<file path="config.mk">
export PLATFORM = sky130hd
export DESIGN_NAME = vector_adder_pipe
export DESIGN_NICKNAME = d
export VERILOG_FILES = /design/src/rtl/adder_v_pkg.sv /design/src/rtl/adder_lane.sv /design/src/rtl/vector_adder_pipe.sv
export SDC_FILE = /design/constraint.sdc
export NUM_CORES = 1
export LEC_CHECK = 0
export ABC_AREA = 1
export CAP_MARGIN = 20
export CORE_MARGIN = 2
export CORE_UTILIZATION = 50
export DETAILED_ROUTE_END_ITERATION = 8
export MAX_ROUTING_LAYER = met4
export PLACE_DENSITY_LB_ADDON = 0.25
export SETUP_SLACK_MARGIN = 0.2
export SLEW_MARGIN = 25
export SYNTH_ARGS = -nofsm -noshare
export SYNTH_HDL_FRONTEND = slang
export SYNTH_SLANG_ARGS = --single-unit
export TNS_END_PERCENT = 10
</file>
<file path="constraint.sdc">
create_clock -name clk -period 5.2 [get_ports clk]
set_input_delay 1.04 -clock clk [delete_from_list [all_inputs] [get_ports clk]]
set_output_delay 1.04 -clock clk [all_outputs]
set_load 0.01 [all_outputs]
</file>
<file path="src/rtl/adder_v_pkg.sv">
// Shared types for the pipelined vector adder.
// Holds the per-lane operation encoding and the fixed pipeline depth.
package adder_v_pkg;

    typedef enum logic [1:0] {
        OP_ADD  = 2'b00,
        OP_SUB  = 2'b01,
        OP_ADDS = 2'b10,
        OP_SUBS = 2'b11
    } op_t;

    localparam int PIPE_LATENCY = 2;

endpackage

</file>
<file path="src/rtl/adder_lane.sv">
// One combinational add/subtract lane (no state).
// Ports: a, b (WIDTH), op (op_t) -> result (WIDTH), carry (carry or borrow).
// Saturating codes only saturate when VECTOR_ADDER_SAT_EN is defined.
module adder_lane
    import adder_v_pkg::*;
#(
    parameter int WIDTH = 8
) (
    input  logic [WIDTH-1:0] a,
    input  logic [WIDTH-1:0] b,
    input  op_t              op,
    output logic [WIDTH-1:0] result,
    output logic             carry
);

    logic [WIDTH:0] sum_w;
    logic [WIDTH:0] diff_w;

    // The extra MSB of the widened difference is the unsigned borrow.
    always_comb begin
        sum_w  = {1'b0, a} + {1'b0, b};
        diff_w = {1'b0, a} - {1'b0, b};
        result = '0;
        carry  = 1'b0;
        unique case (op)
            OP_ADD: begin
                result = sum_w[WIDTH-1:0];
                carry  = sum_w[WIDTH];
            end
            OP_SUB: begin
                result = diff_w[WIDTH-1:0];
                carry  = diff_w[WIDTH];
            end
`ifdef VECTOR_ADDER_SAT_EN
            OP_ADDS: begin
                result = sum_w[WIDTH] ? '1 : sum_w[WIDTH-1:0];
                carry  = sum_w[WIDTH];
            end
            OP_SUBS: begin
                result = diff_w[WIDTH] ? '0 : diff_w[WIDTH-1:0];
                carry  = diff_w[WIDTH];
            end
`else
            OP_ADDS: begin
                result = sum_w[WIDTH-1:0];
                carry  = sum_w[WIDTH];
            end
            OP_SUBS: begin
                result = diff_w[WIDTH-1:0];
                carry  = diff_w[WIDTH];
            end
`endif
        endcase
    end

endmodule

</file>
<file path="src/rtl/vector_adder_pipe.sv">
// Two-stage valid/ready multi-lane add/sub unit with carry-event counter.
// Ports: clk, rst_n, in_valid/in_ready, a, b, selector -> stage 1;
//        out_valid/out_ready, result, carry_out <- stage 2;
//        clr_count, carry_count (saturating). Option: VECTOR_ADDER_SAT_EN.
module vector_adder_pipe
    import adder_v_pkg::*;
#(
    parameter int LANES = 4,
    parameter int WIDTH = 8,
    parameter int CNT_W = 16
) (
    input  logic                   clk,
    input  logic                   rst_n,
    input  logic                   in_valid,
    output logic                   in_ready,
    input  logic [LANES*WIDTH-1:0] a,
    input  logic [LANES*WIDTH-1:0] b,
    input  logic [1:0]             selector,
    output logic                   out_valid,
    input  logic                   out_ready,
    output logic [LANES*WIDTH-1:0] result,
    output logic [LANES-1:0]       carry_out,
    input  logic                   clr_count,
    output logic [CNT_W-1:0]       carry_count
);

    localparam int VW = LANES * WIDTH;
    localparam logic [CNT_W-1:0] CNT_MAX = '1;

    logic             s1_valid_q, s1_valid_d;
    logic [VW-1:0]    a_q, a_d;
    logic [VW-1:0]    b_q, b_d;
    op_t              op_q, op_d;

    logic             s2_valid_q, s2_valid_d;
    logic [VW-1:0]    res_q, res_d;
    logic [LANES-1:0] cy_q, cy_d;

    logic [CNT_W-1:0] cnt_q, cnt_d;

    logic             s1_advance;
    logic             accept;
    logic             fire;
    logic [VW-1:0]    lane_res;
    logic [LANES-1:0] lane_cy;

    assign s1_advance = !s2_valid_q || out_ready;
    assign in_ready   = !s1_valid_q || s1_advance;
    assign accept     = in_valid && in_ready;
    assign fire       = s2_valid_q && out_ready && (|cy_q);

    // Lanes compute from the stage-1 registers; stage 2 captures them.
    for (genvar i = 0; i < LANES; i++) begin : g_lane
        adder_lane #(
            .WIDTH(WIDTH)
        ) u_lane (
            .a     (a_q[i*WIDTH +: WIDTH]),
            .b     (b_q[i*WIDTH +: WIDTH]),
            .op    (op_q),
            .result(lane_res[i*WIDTH +: WIDTH]),
            .carry (lane_cy[i])
        );
    end

    always_comb begin
        s1_valid_d = s1_valid_q;
        a_d        = a_q;
        b_d        = b_q;
        op_d       = op_q;
        if (accept) begin
            s1_valid_d = 1'b1;
            a_d        = a;
            b_d        = b;
            op_d       = op_t'(selector);
        end else if (s1_advance) begin
            s1_valid_d = 1'b0;
        end
    end

    // Stage 2 reloads whenever stage 1 may advance, so a drain and a
    // fill on the same edge leave no bubble.
    always_comb begin
        s2_valid_d = s2_valid_q;
        res_d      = res_q;
        cy_d       = cy_q;
        if (s1_advance) begin
            s2_valid_d = s1_valid_q;
            if (s1_valid_q) begin
                res_d = lane_res;
                cy_d  = lane_cy;
            end
        end
    end

    // Clear wins over a same-cycle increment; the count sticks at max.
    always_comb begin
        cnt_d = cnt_q;
        if (clr_count) begin
            cnt_d = '0;
        end else if (fire && (cnt_q != CNT_MAX)) begin
            cnt_d = cnt_q + 1'b1;
        end
    end

    always_ff @(posedge clk or negedge rst_n) begin
        if (!rst_n) begin
            s1_valid_q <= 1'b0;
            a_q        <= '0;
            b_q        <= '0;
            op_q       <= OP_ADD;
            s2_valid_q <= 1'b0;
            res_q      <= '0;
            cy_q       <= '0;
            cnt_q      <= '0;
        end else begin
            s1_valid_q <= s1_valid_d;
            a_q        <= a_d;
            b_q        <= b_d;
            op_q       <= op_d;
            s2_valid_q <= s2_valid_d;
            res_q      <= res_d;
            cy_q       <= cy_d;
            cnt_q      <= cnt_d;
        end
    end

    assign out_valid   = s2_valid_q;
    assign result      = res_q;
    assign carry_out   = cy_q;
    assign carry_count = cnt_q;

endmodule

</file>
==> results_dict.tcl <==
set metrics [dict create \
    cts_max_level 4 \
    start_util_pct 50.95 \
    crit_chain "clkdlybuf4s50_1 -> inv_1 -> nand3_1 -> clkdlybuf4s50_1" \
    diodes 0 \
    grt_pass1_vias 6339 \
    synth-seq-area-share_pct 38.59 \
    grt.overflow.total 0 \
    drive_above_1_share_pct 6.661 \
    tightest_slew_ns 0.9020 \
    cpPeakStageDelay_ns 0.57 \
    area_delta_synth_final_pct 24.34 \
    core_um2 15150 \
    die_area_um2 16440 \
    synth-edff-count 0 \
    path_buf_inv 3 \
    holdWs_ns 0.4752 \
    synth.yosys.warnings 0 \
    rsz0062_at_grt "no" \
    ys.flop_type "dfrtp_1" \
    drc 0 \
    final-seq-area_um2 2978 \
    cp.arrival_ns 2.36 \
    clock_latency_ns 0.42 \
    maxSlewViolCount 0 \
    hold_path_class "reg2reg" \
    worstSetupPathType "in2out" \
    dpl.hpwl_um 12850 \
    grt_util_met2_pct 37.86 \
    yosys.area_share.adder_pct 13.26 \
    fmax_mhz 294.5 \
    slew-limit-headroom_pct 39.80 \
    use_met3_pct 4.466 \
    cts_resized 0 \
    netlist_area_um2 7717 \
    placement_rows 45 \
    use_met1_pct 30.78 \
    ys_seq_elements 119 \
    ant_nets 0 \
    synth_xor_area_share_pct 1.362 \
    postCtsHoldBufs 0 \
    syn_nets 1149 \
    cts.sinks 119 \
    synth.distinct_cells 35 \
    synthSimpleGateAreaFrac_pct 26.25 \
    power_density_nw_per_um2 403.5 \
    dr_total_vias 6639 \
    die-width_um 128.2 \
    port_buffers 123 \
    wl_per_cell_um 13.50 \
    r2r_setup_slack_ns 3.10 \
    cts_tree "built" \
    grt_pass1_wl_um 30320 \
    fin_crit_sh_pct 65.30 \
    max-clock-path-buffers 2 \
    root_buffer "clkbuf_16" \
    drt_first_pass_iters 5 \
    multi_input_area_um2 4123 \
    path_common_cell "clkdlybuf4s50_1" \
    irDropWorstVdd_v 0.0002616 \
    synth_top_family_by_area "simple AND/OR/NAND/NOR gates" \
    tns_ns 0 \
    drtIter0Drc 393 \
    async_flop_share_pct 100.0 \
    synthMuxAreaShare_pct 4.086 \
    hold_viol_final 0 \
    cap_violations 0 \
    busiest_layer "met2" \
    grt_max_degree 57 \
    hp-start "result[20]" \
    cts_made_buffers 17 \
    routed_wl_um 17730 \
    filler_cell_count 1341 \
    ios 125 \
    startpoint_type "input pin" \
    crit_path_end_kind "output pin" \
    die_y_um 128.2 \
    crit_slowest_cell "clkdlybuf4s50_1" \
    antenna_found_initial 0 \
    worstPathMaxFanout 3 \
    track_usage_pct 23.76 \
    p_leak_nw 4.823 \
    fin_skew_ns 0.007549 \
    setup_viol_count_final 0 \
    avgSynthCellArea_um2 7.710 \
    finalWeightedCongestion 0.9091 \
    fin_crit_ns 3.396 \
    avgViaCountPerCell 5.053 \
    worstPathRequired_ns 4.16 \
    syn_inst 1001 \
    rr_startpoint "carry_count[0]" \
    crit_start "out_ready" \
    synth-compound-area-share_pct 8.333 \
    fin_nets 1263 \
    cp_top_family "buffers and inverters" \
    clkTransAtPathRegs_ns 0.05 \
    status "finished, final reports clean" \
    post_cts_buffers 0 \
]
[flip-flops by register name (all words and copies together), names as in the netlist]
name / cells
a_q: 32
b_q: 32
carry_count: 16
carry_out: 4
op_q: 1
out_valid: 1
result: 32
s1_valid_q: 1
[routing by layer]
| metal | vias to the layer above | wire length, um |
|---|---|---|
| met5 | - | 0 |
| met4 | 0 | 259 |
| met3 | 19 | 776 |
| met2 | 134 | 8516 |
| met1 | 3068 | 8182 |
| li1 | 3418 | - |
[synthesized netlist by cell type, types with 11 or more instances]
library cell,count,share of area [%]
buf_2,15,0.97
nand2_1,280,14
inv_1,120,5.8
clkbuf_1,13,0.63
ha_1,69,11
dfrtp_1,119,39
nand4_1,13,1.1
o21ai_0,36,2.3
xor2_1,11,1.2
mux2_2,28,4.1
a21oi_1,70,4.5
nand3_1,61,4.0
nor2_1,103,5.0
[power by group]
group / total [mW] / internal [mW] / switching, mW
clock: 1.05 / 0.650 / 0.397
sequential: 1.29 / 1.14 / 0.144
combinational: 1.54 / 0.689 / 0.849
total: 3.87 / 2.48 / 1.39
[worst register-to-register path, stage by stage, from the launching register on]
cell and delay (ns):
dfrtp_1 0.44, ha_1 0.30, nand2_1 0.12, nor2_2 0.22, nand2_2 0.10, nor2_2 0.14, nor2_2 0.13, nor2_4 0.39
o21ai_0 0.13
[path summary, 6_finish.rpt]
path                                   end  depth (start not counted)
min reg2reg                     result[20]                          2
max in group asynchronous          b_q[13]                          2
min in group asynchronous          a_q[20]                          1
max reg2reg                carry_count[15]                          8
min                             result[20]                          2
max                               in_ready                          4
[cell usage in the layout, fill, tap and decap left out, types with 2 or more instances in the layout]
| cell type | instances |
|---|---|
| clkbuf_8 | 4 |
| nand4_1 | 13 |
| inv_2 | 2 |
| nand2_2 | 2 |
| a21oi_1 | 70 |
| ha_1 | 69 |
| inv_1 | 120 |
| xor2_1 | 11 |
| nor2_2 | 3 |
| clkinv_2 | 4 |
| buf_4 | 5 |
| fa_1 | 8 |
| o21ai_0 | 36 |
| or2_2 | 4 |
| o21ai_1 | 6 |
| clkdlybuf4s50_1 | 122 |
| nor3_1 | 8 |
| nand3_1 | 61 |
| clkbuf_16 | 17 |
| nor2_1 | 103 |
| clkbuf_1 | 5 |
| o21bai_1 | 5 |
| nand3b_1 | 9 |
| a211oi_1 | 2 |
| mux2_2 | 28 |
| nand2_1 | 278 |
| dfrtp_1 | 119 |
[logic make-up after synthesis]
group | Yosys count
AOI/OAI and AO/OA | 123
xor gates and xnor gates | 12
adders and majority gates | 77
buffers and inverters | 156
DFF | 119
muxes | 28
and+or+nand+nor | 486
[through the flow]
step	total power, mW	util (%)	cell area [um2]	cells	worst slack (ns)
detailed placement	2.834	59.93	9076	1284	1.814
global placement	2.804	59.93	9076	1284	1.860
finish	3.871	63.35	9595	1314	1.804
CTS	3.904	63.35	9595	1314	1.805
global route	4.174	63.35	9595	1314	1.731
floorplan	2.234	-	7717	1001	2.936
[cell type report]
| cell class | instances | share of cell area, % |
|---|---|---|
| Inverter | 123 | 4.812 |
| Tap cell | 188 | 2.451 |
| Sequential cell | 119 | 31.03 |
| Clock buffer | 26 | 5.203 |
| Clock inverter | 4 | 0.2086 |
| Multi-Input combinational cell | 726 | 42.97 |
| Timing Repair Buffer | 128 | 13.33 |
No activity file was read; power rests on OpenSTA's default activity.
